## src/rtl/bcd_counter_n.sv

```systemverilog
// rtl/bcd_counter_n.sv - parametrised multi-digit BCD up/down counter with load, terminal count and sticky wrap
module bcd_counter_n #(
  parameter int DIGITS = 2
) (
  input  logic                  clk,
  input  logic                  rst,
  input  logic                  en,
  input  logic                  up_dn,
  input  logic                  load,
  input  logic [4*DIGITS-1:0]   load_val,
  output logic [4*DIGITS-1:0]   CNT10,
  output logic                  tc,
  output logic                  wrap
);

  logic [4*DIGITS-1:0] r_cnt;
  logic                r_wrap;

  logic [4*DIGITS-1:0] w_next;
  logic [4*DIGITS-1:0] w_load;
  logic [DIGITS:0]     w_lo9;
  logic [DIGITS:0]     w_lo0;
  logic [3:0]          w_dig;
  logic [3:0]          w_ld_dig;
  logic                w_edge_wrap;

  // Digits are clamped to 9 before stepping so a corrupted field still lands in 0..9.
  always_comb begin
    w_next   = '0;
    w_load   = '0;
    w_lo9    = '0;
    w_lo0    = '0;
    w_dig    = '0;
    w_ld_dig = '0;
    w_lo9[0] = 1'b1;
    w_lo0[0] = 1'b1;
    for (int i = 0; i < DIGITS; i++) begin
      w_dig    = (r_cnt[4*i +: 4] > 4'd9) ? 4'd9 : r_cnt[4*i +: 4];
      w_ld_dig = (load_val[4*i +: 4] > 4'd9) ? 4'd9 : load_val[4*i +: 4];
      w_load[4*i +: 4] = w_ld_dig;
      if (up_dn) begin
        if (!w_lo9[i])
          w_next[4*i +: 4] = w_dig;
        else
          w_next[4*i +: 4] = (w_dig == 4'd9) ? 4'd0 : w_dig + 4'd1;
      end else begin
        if (!w_lo0[i])
          w_next[4*i +: 4] = w_dig;
        else
          w_next[4*i +: 4] = (w_dig == 4'd0) ? 4'd9 : w_dig - 4'd1;
      end
      w_lo9[i+1] = w_lo9[i] & (w_dig == 4'd9);
      w_lo0[i+1] = w_lo0[i] & (w_dig == 4'd0);
    end
  end

  assign w_edge_wrap = up_dn ? w_lo9[DIGITS] : w_lo0[DIGITS];

  always_ff @(posedge clk) begin
    if (rst) begin
      r_cnt  <= '0;
      r_wrap <= 1'b0;
    end else if (load) begin
      r_cnt  <= w_load;
      r_wrap <= 1'b0;
    end else if (en) begin
      r_cnt <= w_next;
      if (w_edge_wrap)
        r_wrap <= 1'b1;
    end
  end

  assign CNT10 = r_cnt;
  assign wrap  = r_wrap;
  assign tc    = en & ~load & ~rst & w_edge_wrap;

endmodule

```

## config.mk

```make
export PLATFORM = sky130hd
export DESIGN_NAME = bcd_counter_n
export DESIGN_NICKNAME = d
export VERILOG_FILES = /design/src/rtl/bcd_counter_n.sv
export SDC_FILE = /design/constraint.sdc
export NUM_CORES = 1
export LEC_CHECK = 0
export ABC_AREA = 1
export CORE_ASPECT_RATIO = 0.9
export CORE_UTILIZATION = 43
export CTS_CLUSTER_SIZE = 28
export DETAILED_ROUTE_END_ITERATION = 10
export MAX_ROUTING_LAYER = met4
export PLACE_DENSITY_LB_ADDON = 0.12
export SYNTH_ARGS = -nofsm -noshare
export SYNTH_HDL_FRONTEND = slang
export SYNTH_SLANG_ARGS = --single-unit
```

## constraint.sdc

```tcl
create_clock -name clk -period 1.1 [get_ports clk]
set_input_delay 0.11 -clock clk [delete_from_list [all_inputs] [get_ports clk]]
set_output_delay 0.11 -clock clk [all_outputs]
set_load 0.01 [all_outputs]
```

# Word-level counts from Yosys, hierarchy flattened
# Index checks and enable logic that the tools add are counted.
[totals]
word_cells = 39
ff_bits = 9
inputBits = 13
[op_classes]
bitwise_logic = 7
n_eq_ne = 2
n_reduce_logical = 5
n_addsub = 4
mux = 15
order_cmp = 4
[ops]
columns = ["operator", "n"]
rows = [
  ["4-bit 2-to-1 mux", 12],
  ["4-bit > comparator (second input constant)", 4],
  ["8-bit 2-to-1 mux", 2],
  ["4-bit by 1-bit adder with 4-bit output (second input constant)", 2],
  ["4-bit == test (second input constant)", 2],
  ["4-bit zero test", 2],
  ["4-bit by 1-bit subtractor with 4-bit output (second input constant)", 2],
  ["1-bit bitwise AND", 5],
  ["1-bit inverter", 2],
  ["2-bit AND reduction", 1],
  ["2-bit nonzero test", 1],
  ["2-bit OR reduction", 1],
  ["1-bit 2-to-1 mux", 1],
]

# Longest topological paths before layout
# Gate-level depths: netlist of the first run.
[logic_depth]
ltp_word = 8
mapped_depth = 11
depth_no_buf = 11

# Worst setup path after synthesis of the first run
# Ideal clock, no wire load.
[synth_path]
path_type = "reg-to-output"
startpoint = "reg r_cnt[3] (netlist: CNT10[3])"
endpoint = "out tc"
stages_incl_launch_ff = 8
required_time_ps = 990
n_path_buf = 0
t_arrival_ps = 1172
slack_ps = -182
path_cell_list = "dfxtp_1 inv_2 nor2_2 nand2_2 nand2_4 a21oi_1 nand3b_1 nor2_1"
[synth_between]
elab_chain_len = 6
[synth_lines]
columns = ["item", "line_no", "text"]
rows = [
  ["from (decl)", "16", "logic [4*DIGITS-1:0] r_cnt;"],
  ["from (signal assigned)", "64", "r_cnt <= w_load;"],
  ["from (signal assigned)", "67", "r_cnt <= w_next;"],
  ["4-bit > comparator", "38", "w_dig = (r_cnt[4*i +: 4] > 4'd9) ? 4'd9 : r_cnt[4*i +: 4];"],
  ["4-bit 2-to-1 mux (*)", "38", ""],
  ["4-bit == test / 4-bit zero test (equally long branches)", "52, 53", ""],
  ["1-bit bitwise AND (on tied branches)", "52, 53", ""],
  ["1-bit 2-to-1 mux (*)", "57", "assign w_edge_wrap = up_dn ? w_lo9[DIGITS] : w_lo0[DIGITS];"],
  ["1-bit bitwise AND (*)", "75", "assign tc = en & ~load & ~rst & w_edge_wrap;"],
  ["to (decl)", "12", "output logic tc,"],
]
# Mark *: on every way between the ends. The rest lies on a longest branch, timed or not.

# Worst setup path after layout of the first run
[layout_path]
startpoint = "reg r_cnt[5] (netlist: CNT10[5])"
endpoint = "out tc"
# Same word-level chain as after synthesis.

==> qor.yml, run 1 <==
outcome: "finished with violations"
violations: "setup timing"
dpl_cell_area_um2: 1410
finClkSkew_ps: 7.53
ys_async_sr_fraction_pct: 0
die-area_um2: 2220
slowest_stage: "dfxtp_4"
cts.hold.buffers_added: 0
crit_type: "reg2out"
period_needed_ps: 1550
crit_fanout: 5
fmax_mhz: 647
grt_pass1_wl_um: 5200
cts_buffers: 3
synthCells: 145
synth_nets: 158
routed_wirelength_um: 3740
synth_top_flop_cell: "dfxtp_1"
dpl.hpwl_um: 2280
p_switching_mw: 0.586
wl_met1_um: 1470
holdPathStages: 2
fillers: 102
drive_gt1_share_pct: 55.6
vias_per_cell: 5.67
fin_crit_sh_pct: 141
clock-root-buffer: "clkbuf_4"
yosysSeqAreaShare_pct: 20.5
min_from: "wrap$_SDFFE_PP0P_"
finalInstanceArea_um2: 1660
grt_max_degree: 7
multi_input_area_um2: 746
ant_nets: 0
num_io_pins: 23
post-route-drc-count: 0
die_w_um: 49.6
worstPathCellList: "nor2_2, a21oi_2, a21oi_4, nand3b_1, nor2_2, buf_2"
initial_utilization_pct: 45.8
start_kind: "register"
power_frac_comb_pct: 54.9
slew_viol_final: 0
cp_data_arrival_time_ps: 1440
ir_drop_mv: 0.698
finalHoldViolCount: 0
cts_buffer_depth: 2
cts_tree: "built"
synth_common_cells: "41 x nand2_1, 17 x nand3_1, 10 x nor2_1"
gr-total-overflow: 0
r2r_cells: 11
power_frac_clock_pct: 18.4
first_global_vias: 1190
rsz0062_at_grt: "true"
cts.htree.levels: 1
switching_share_pct: 40.4
setup_violations: 10
yosys.cell_types.count: 27
synth_top_area_share_pct: 20.5
synth_edf_count: 0
wl_met3_um: 219
antennaDiodeCount: 0
postLayoutSetupSlackWorst_ps: -446
insertion_delay_ps: 270
hp-class: "reg2reg"
worst_pin_slew_ps: 268
synth.area.top_cells: "dfxtp_1 21%, nand2_1 18%, nand3_1 9.7%"
maxSlewHeadroom_pct: 81.9
p_int_mw: 0.867
end_kind: "output port"
max_stage_delay_ps: 380
cp_common_cell: "nor2_2"
area_delta_synth_final_pct: 89.4
drtIter0Drc: 89
port-buffer-count: 22
leakage_nw: 0.772
vias: 1355
worst_ep_required_time_ps: 990
layout.nets: 228
drv_cap: 0
ys_ff_latch: 9
core_area_um2: 1910
die_h_um: 44.8
p_per_area_nw_per_um2: 875
clk_pin_slew_ps: 60
r2r_start: "CNT10[5]$_SDFFE_PP0P_"
post_drt_wl_per_cell_um: 15.6
gp_congestion: 0.931
dp.cells: 227
synth_top_cell_by_area: "dfxtp_1"
antenna_found_initial: 0
topRoutingLayerUsed: "met4"
p_seq_share_pct: 26.7
netlist_area_um2: 877
power_mw: 1.45
cts_sinks: 9
final-instance-count-excl-fill: 239
synth_warnings: 0
critPathLaunch: "CNT10[5]$_SDFFE_PP0P_"
syn_avg_cell_area_um2: 6.05
firstDrtPassIters: 4
route.met2.wl_um: 1920
post-synth-top-count-cell: "nand2_1"
final-seq-area_um2: 208
track_usage_pct: 31.9
std_cell_rows: 15
[repair_timing]
item,CTS,global route
setup endpoints to repair,19,14
pin swaps,17,23
buffers inserted,5,9
resized for setup,60,34
gates cloned,0,0
hold endpoints to repair,0,0
[per-stage QoR]
stage | setup TNS (ps) | util, % | hold slack (ps) | worst slack, ps
detailed placement | -2890 | 73.6 | 440 | -559
global placement | -2740 | 73.6 | 440 | -543
global route | -3410 | 86.8 | 487 | -523
floorplan | -199 | - | 165 | -62.8
CTS | -2220 | 81.6 | 457 | -387
finish | -2660 | 86.8 | 449 | -446
[state kept, by name (all words and copies together) (netlist names)]
name   cells
CNT10      8
wrap       1
[layout by cell type, fill, tap and decap left out, types with 2 or more instances in the layout]
master           count
a21oi_1              5
buf_2                6
dfxtp_4              7
o21ai_2              2
o21ai_1              2
buf_4               35
nand2_4              4
inv_4                8
a31oi_1              3
nand2_2              9
nand2_1             33
inv_1                7
nor2_2               5
clkbuf_4             3
o21ai_0              5
nor2_1               6
a21oi_2              7
nand4_1              2
nand3_1             11
buf_6               11
inv_2                4
nor2_4               5
dlygate4sd2_1        2
clkdlybuf4s50_1     12
nand3_2              5
[power by group through the flow]
stage | Clock (mW) | Sequential [mW] | Combinational, mW
finish | 0.267 | 0.388 | 0.798
detailed placement | 0 | 0.391 | 0.629
global route | 0.289 | 0.392 | 0.848
floorplan | 0 | 0.408 | 0.301
global placement | 0 | 0.388 | 0.616
CTS | 0.279 | 0.383 | 0.692
[kinds of logic after synthesis]
family                 share of synthesized area, %
buffers and inverters                          11.0
AO/OA/AOI/OAI                                  21.8
AND/OR/NAND/NOR                                45.6
XOR/XNOR                                      0.999
flip-flops                                     20.5
[worst max-delay path: cells and delay by family, from the launching register on]
kind            cells  cell delay (ps)
buf+inv             1              130
simple gates        3              370
flops               1              380
compound gates      2              280
[path summary, 6_finish.rpt]
path                            to  slack (ps)
max                             tc        -450
min              wrap$_SDFFE_PP0P_         450
max reg2reg  CNT10[5]$_SDFFE_PP0P_        -400
min reg2reg      wrap$_SDFFE_PP0P_         450
[layout make-up]
cell class | instances | share of cell area (%)
clock buffers | 4 | 1.58
repair buffers | 67 | 33.7
well taps | 25 | 1.88
multi-input cells | 115 | 44.9
inverters | 19 | 5.50
flip-flops and latches | 9 | 12.5
[layer usage]
| layer | vias up | global-route usage (%) |
|---|---|---|
| met1 | 647 | 34.3 |
| met2 | 70 | 58.4 |
| met5 | - | - |
| li1 | 619 | - |
| met4 | 0 | 11.4 |
| met3 | 19 | 6.73 |
(Power assumes the default switching activity.)
==> inputs of run 2 (changes only) <==
--- a/config.mk
+++ b/config.mk
@@ -6,6 +6,7 @@
 export NUM_CORES = 1
 export LEC_CHECK = 0
 export ABC_AREA = 1
+export ABC_CLOCK_PERIOD_IN_PS = 1100
 export CORE_ASPECT_RATIO = 0.9
 export CORE_UTILIZATION = 43
 export CTS_CLUSTER_SIZE = 28
==> results of run 2 <==
Same layout as run 1: the final DEF is identical, and so are final timing and power.
==> inputs of run 3 (changes only) <==
--- a/config.mk
+++ b/config.mk
@@ -5,14 +5,17 @@
 export SDC_FILE = /design/constraint.sdc
 export NUM_CORES = 1
 export LEC_CHECK = 0
-export ABC_AREA = 1
+export ABC_AREA = 0
 export ABC_CLOCK_PERIOD_IN_PS = 1100
+export CELL_PAD_IN_SITES_DETAIL_PLACEMENT = 1
+export CELL_PAD_IN_SITES_GLOBAL_PLACEMENT = 2
 export CORE_ASPECT_RATIO = 0.9
-export CORE_UTILIZATION = 43
+export CORE_UTILIZATION = 23
 export CTS_CLUSTER_SIZE = 28
 export DETAILED_ROUTE_END_ITERATION = 10
 export MAX_ROUTING_LAYER = met4
 export PLACE_DENSITY_LB_ADDON = 0.12
+export SLEW_MARGIN = 20
 export SYNTH_ARGS = -nofsm -noshare
 export SYNTH_HDL_FRONTEND = slang
 export SYNTH_SLANG_ARGS = --single-unit
==> run 3 against run 2 <==
Net effect: the flow still finishes with violations (setup timing); wire length rose by 7.8%; flip-flop and latch count unchanged; utilization shrank 34 points; global-route usage down 9.9 points; worst hold slack improved by 45 ps; critical path type unchanged; critical endpoint unchanged; largest power group unchanged.
==> qor.yml, run 3 <==
clock-root-buffer: "clkbuf_8"  # was clkbuf_4
largest_reg_flops: 8  # unchanged
std_cell_rows: 20  # was 15
post-synth-top-count-cell: "dfxtp_1"  # was nand2_1
initial_utilization_pct: 24.4  # was 45.8%
cts_buffer_depth: 2  # unchanged
regToRegSetupSlack_ps: -580  # was -400 ps
synth_mux_area_share_pct: 1.20  # was 0%
ant_nets: 0  # unchanged
drive_gt1_share_pct: 55.1  # was 55.6%
gr-total-overflow: 0  # unchanged
cts_buffers: 3  # unchanged
end_kind: "output port"  # unchanged
ys_ff_latch: 9  # unchanged
finalSetupTns_ps: -4960  # was -2660 ps
synth-adder-area-share_pct: 0  # unchanged
first_global_vias: 1194  # was 1190
fillers: 378  # was 102
r2r_cells: 5  # was 11
setup_violations: 12  # was 10
fin_crit_sh_pct: 154  # was 141%
cts.hold.buffers_added: 0  # unchanged
reg2reg_to: "CNT10[4]$_SDFFE_PP0P_"  # was CNT10[5]$_SDFFE_PP0P_
multi_input_area_um2: 837  # was 746 um^2
antennaDiodeCount: 0  # unchanged
track_usage_pct: 22.0  # was 31.9%
yosys.cell_types.count: 45  # was 27
worstPathCellList: "buf_12, o311a_4, o31ai_4, mux2i_4, and2_4, buf_6"  # was nor2_2, a21oi_2, a21oi_4, nand3b_1, nor2_2, buf_2
syn_avg_cell_area_um2: 7.41  # was 6.05 um^2
dpl_cell_area_um2: 1340  # was 1410 um^2
worst_pin_slew_ps: 360  # was 268 ps
slew_viol_final: 0  # unchanged
synthCells: 113  # was 145
leakage_nw: 0.676  # was 0.772 nW
period_needed_ps: 1690  # was 1550 ps
grt_max_degree: 21  # was 7
clk_pin_slew_ps: 50  # was 60 ps
crit_path_end: "tc"  # unchanged
routed_wirelength_um: 4030  # was 3740 um
cts_tree: "built"  # unchanged
synth_top_area_share_pct: 21.5  # was 20.5%
area_delta_synth_final_pct: 117  # was 89.4%
drtIter0Drc: 44  # was 89
layout.nets: 190  # was 228
synth_warnings: 0  # unchanged
synth_simple_gate_area_share_pct: 30.6  # was 45.6%
fmax_mhz: 591  # was 647 MHz
insertion_delay_ps: 240  # was 270 ps
port-buffer-count: 22  # unchanged
vias_per_cell: 5.22  # was 5.67
netlist_area_um2: 837  # was 877 um^2
max_stage_delay_ps: 380  # about the same
fin_util_pct: 52.9  # was 86.8%
yosysSeqAreaShare_pct: 21.5  # was 20.5%
finClkSkew_ps: 1.60  # was 7.53 ps
synth_xor_area_share_pct: 3.14  # was 0.999%
synth_top_family_by_area: "compound AO/OA/AOI/OAI gates"  # was simple AND/OR/NAND/NOR gates
violations: "setup timing"  # unchanged
synth.area.top_cells: "dfxtp_1 22%, a21oi_1 4.8%, nor3_1 4.8%"  # was dfxtp_1 21%, nand2_1 18%, nand3_1 9.7%
layout_common_cells: "33 x buf_4, 16 x buf_6, 12 x clkdlybuf4s50_1, 8 x nor2_1, 6 x dfxtp_4"  # was 35 x buf_4, 33 x nand2_1, 12 x clkdlybuf4s50_1, 11 x nand3_1, 11 x buf_6
num_io_pins: 23  # unchanged
worst_ep_required_time_ps: 990  # about the same
final_common_cell: "buf_4"  # unchanged
die-area_um2: 3880  # was 2220 um^2
maxSlewHeadroom_pct: 75.9  # was 81.9%
cts.htree.levels: 1  # unchanged
post_drt_wl_per_cell_um: 18.3  # was 15.6 um
ir_drop_mv: 0.496  # was 0.698 mV
rsz0062_at_grt: "true"  # unchanged
die_h_um: 59.2  # was 44.8 um
cp_data_arrival_time_ps: 1580  # was 1440 ps
start_kind: "register"  # unchanged
synth_top_flop_cell: "dfxtp_1"  # unchanged
core_area_um2: 3430  # was 1910 um^2
dpl.hpwl_um: 2510  # was 2280 um
crit_fanout: 4  # was 5
ys_async_sr_fraction_pct: 0  # unchanged
slowest_stage: "o311a_4"  # was dfxtp_4
critPathLaunch: "CNT10[2]$_SDFFE_PP0P_"  # was CNT10[5]$_SDFFE_PP0P_
die_w_um: 65.6  # was 49.6 um
r2r_start: "CNT10[2]$_SDFFE_PP0P_"  # was CNT10[5]$_SDFFE_PP0P_
firstDrtPassIters: 4  # unchanged
power_mw: 1.55  # was 1.45 mW
antenna_found_initial: 0  # unchanged
preCtsSetupSlack_ps: -949  # was -559 ps
crit_type: "reg2out"  # unchanged
post-route-drc-count: 0  # unchanged
drv_cap: 0  # unchanged
finalHoldViolCount: 0  # unchanged
synth_common_cells: "9 x dfxtp_1, 8 x a21oi_1, 8 x nor2_1, 8 x nor3_1, 7 x o21ai_0"  # was 41 x nand2_1, 17 x nand3_1, 10 x nor2_1
postLayoutSetupSlackWorst_ps: -592  # was -446 ps
synth_edf_count: 0  # unchanged
vias: 1149  # was 1355
synth-compound-area-share_pct: 34.1  # was 21.8%
hp-class: "reg2reg"  # unchanged
grt_pass1_wl_um: 6150  # was 5200 um
finalInstanceArea_um2: 1810  # was 1660 um^2
final-seq-area_um2: 203  # was 208 um^2
gp_congestion: 0.801  # was 0.931
synth_top_cell_by_area: "dfxtp_1"  # unchanged
cts_sinks: 9  # unchanged
synth_nets: 126  # was 158
outcome: "finished with violations"  # unchanged
p_per_area_nw_per_um2: 857  # was 875 nW/um^2
==> run 3: cell families after synthesis <==
kind of cell | count (synthesis)
xor gates and xnor gates | 3
DFF | 9
and+or+nand+nor | 44
muxes | 1
AOI/OAI and AO/OA | 40
buffers and inverters | 16
==> run 3: worst min-delay path by stage <==
stage	start	end	depth (start not counted)
after floorplan	load_val[2]	CNT10[2]$_SDFFE_PP0P_	2
after global placement	wrap$_SDFFE_PP0P_	wrap$_SDFFE_PP0P_	1
after detailed placement	wrap$_SDFFE_PP0P_	wrap$_SDFFE_PP0P_	1
after CTS	load_val[2]	CNT10[2]$_SDFFE_PP0P_	3
after global routing	load_val[2]	CNT10[2]$_SDFFE_PP0P_	3
final	wrap$_SDFFE_PP0P_	wrap$_SDFFE_PP0P_	1
==> run 3: routing by layer <==
| layer | routed length (um) | part of all wire [%] | track usage, % |
|---|---|---|---|
| met5 | 0 | 0 | - |
| met4 | 24 | 0.60 | 4.66 |
| met3 | 89 | 2.2 | 2.50 |
| met2 | 2060 | 51 | 36.5 |
| met1 | 1850 | 46 | 28.8 |
==> run 3: layout make-up <==
cell class              count  area share [%]
clock buffers               4            2.48
inverters                   4           0.828
multi-input cells          88            46.1
flip-flops and latches      9            11.2
well taps                  44            3.03
repair buffers             71            36.3
==> run 3: stage by stage <==
step	std cells	hold WS (ps)
finish	220	494
global route	220	513
global placement	203	473
CTS	218	482
floorplan	113	266
detailed placement	203	480
==> run 3: power breakdown <==
part,switching [mW],internal [mW]
Combinational,0.355,0.400
Clock,0.159,0.255
Sequential,0.0384,0.347
Total,0.553,1.00
==> run 3: worst max-delay path, delay by kind of cell (launching register included) <==
family                 cells  cell delay, ps
flip-flops                 1             360
AND/OR/NAND/NOR            1             150
buffers and inverters      2             240
AO/OA/AOI/OAI              2             470
multiplexers               1             120
==> run 3: what timing repair did <==
action                     CTS  global route
pin swaps                   21            21
buffers inserted            11             6
resized for setup           75            32
setup endpoints to repair   19            17
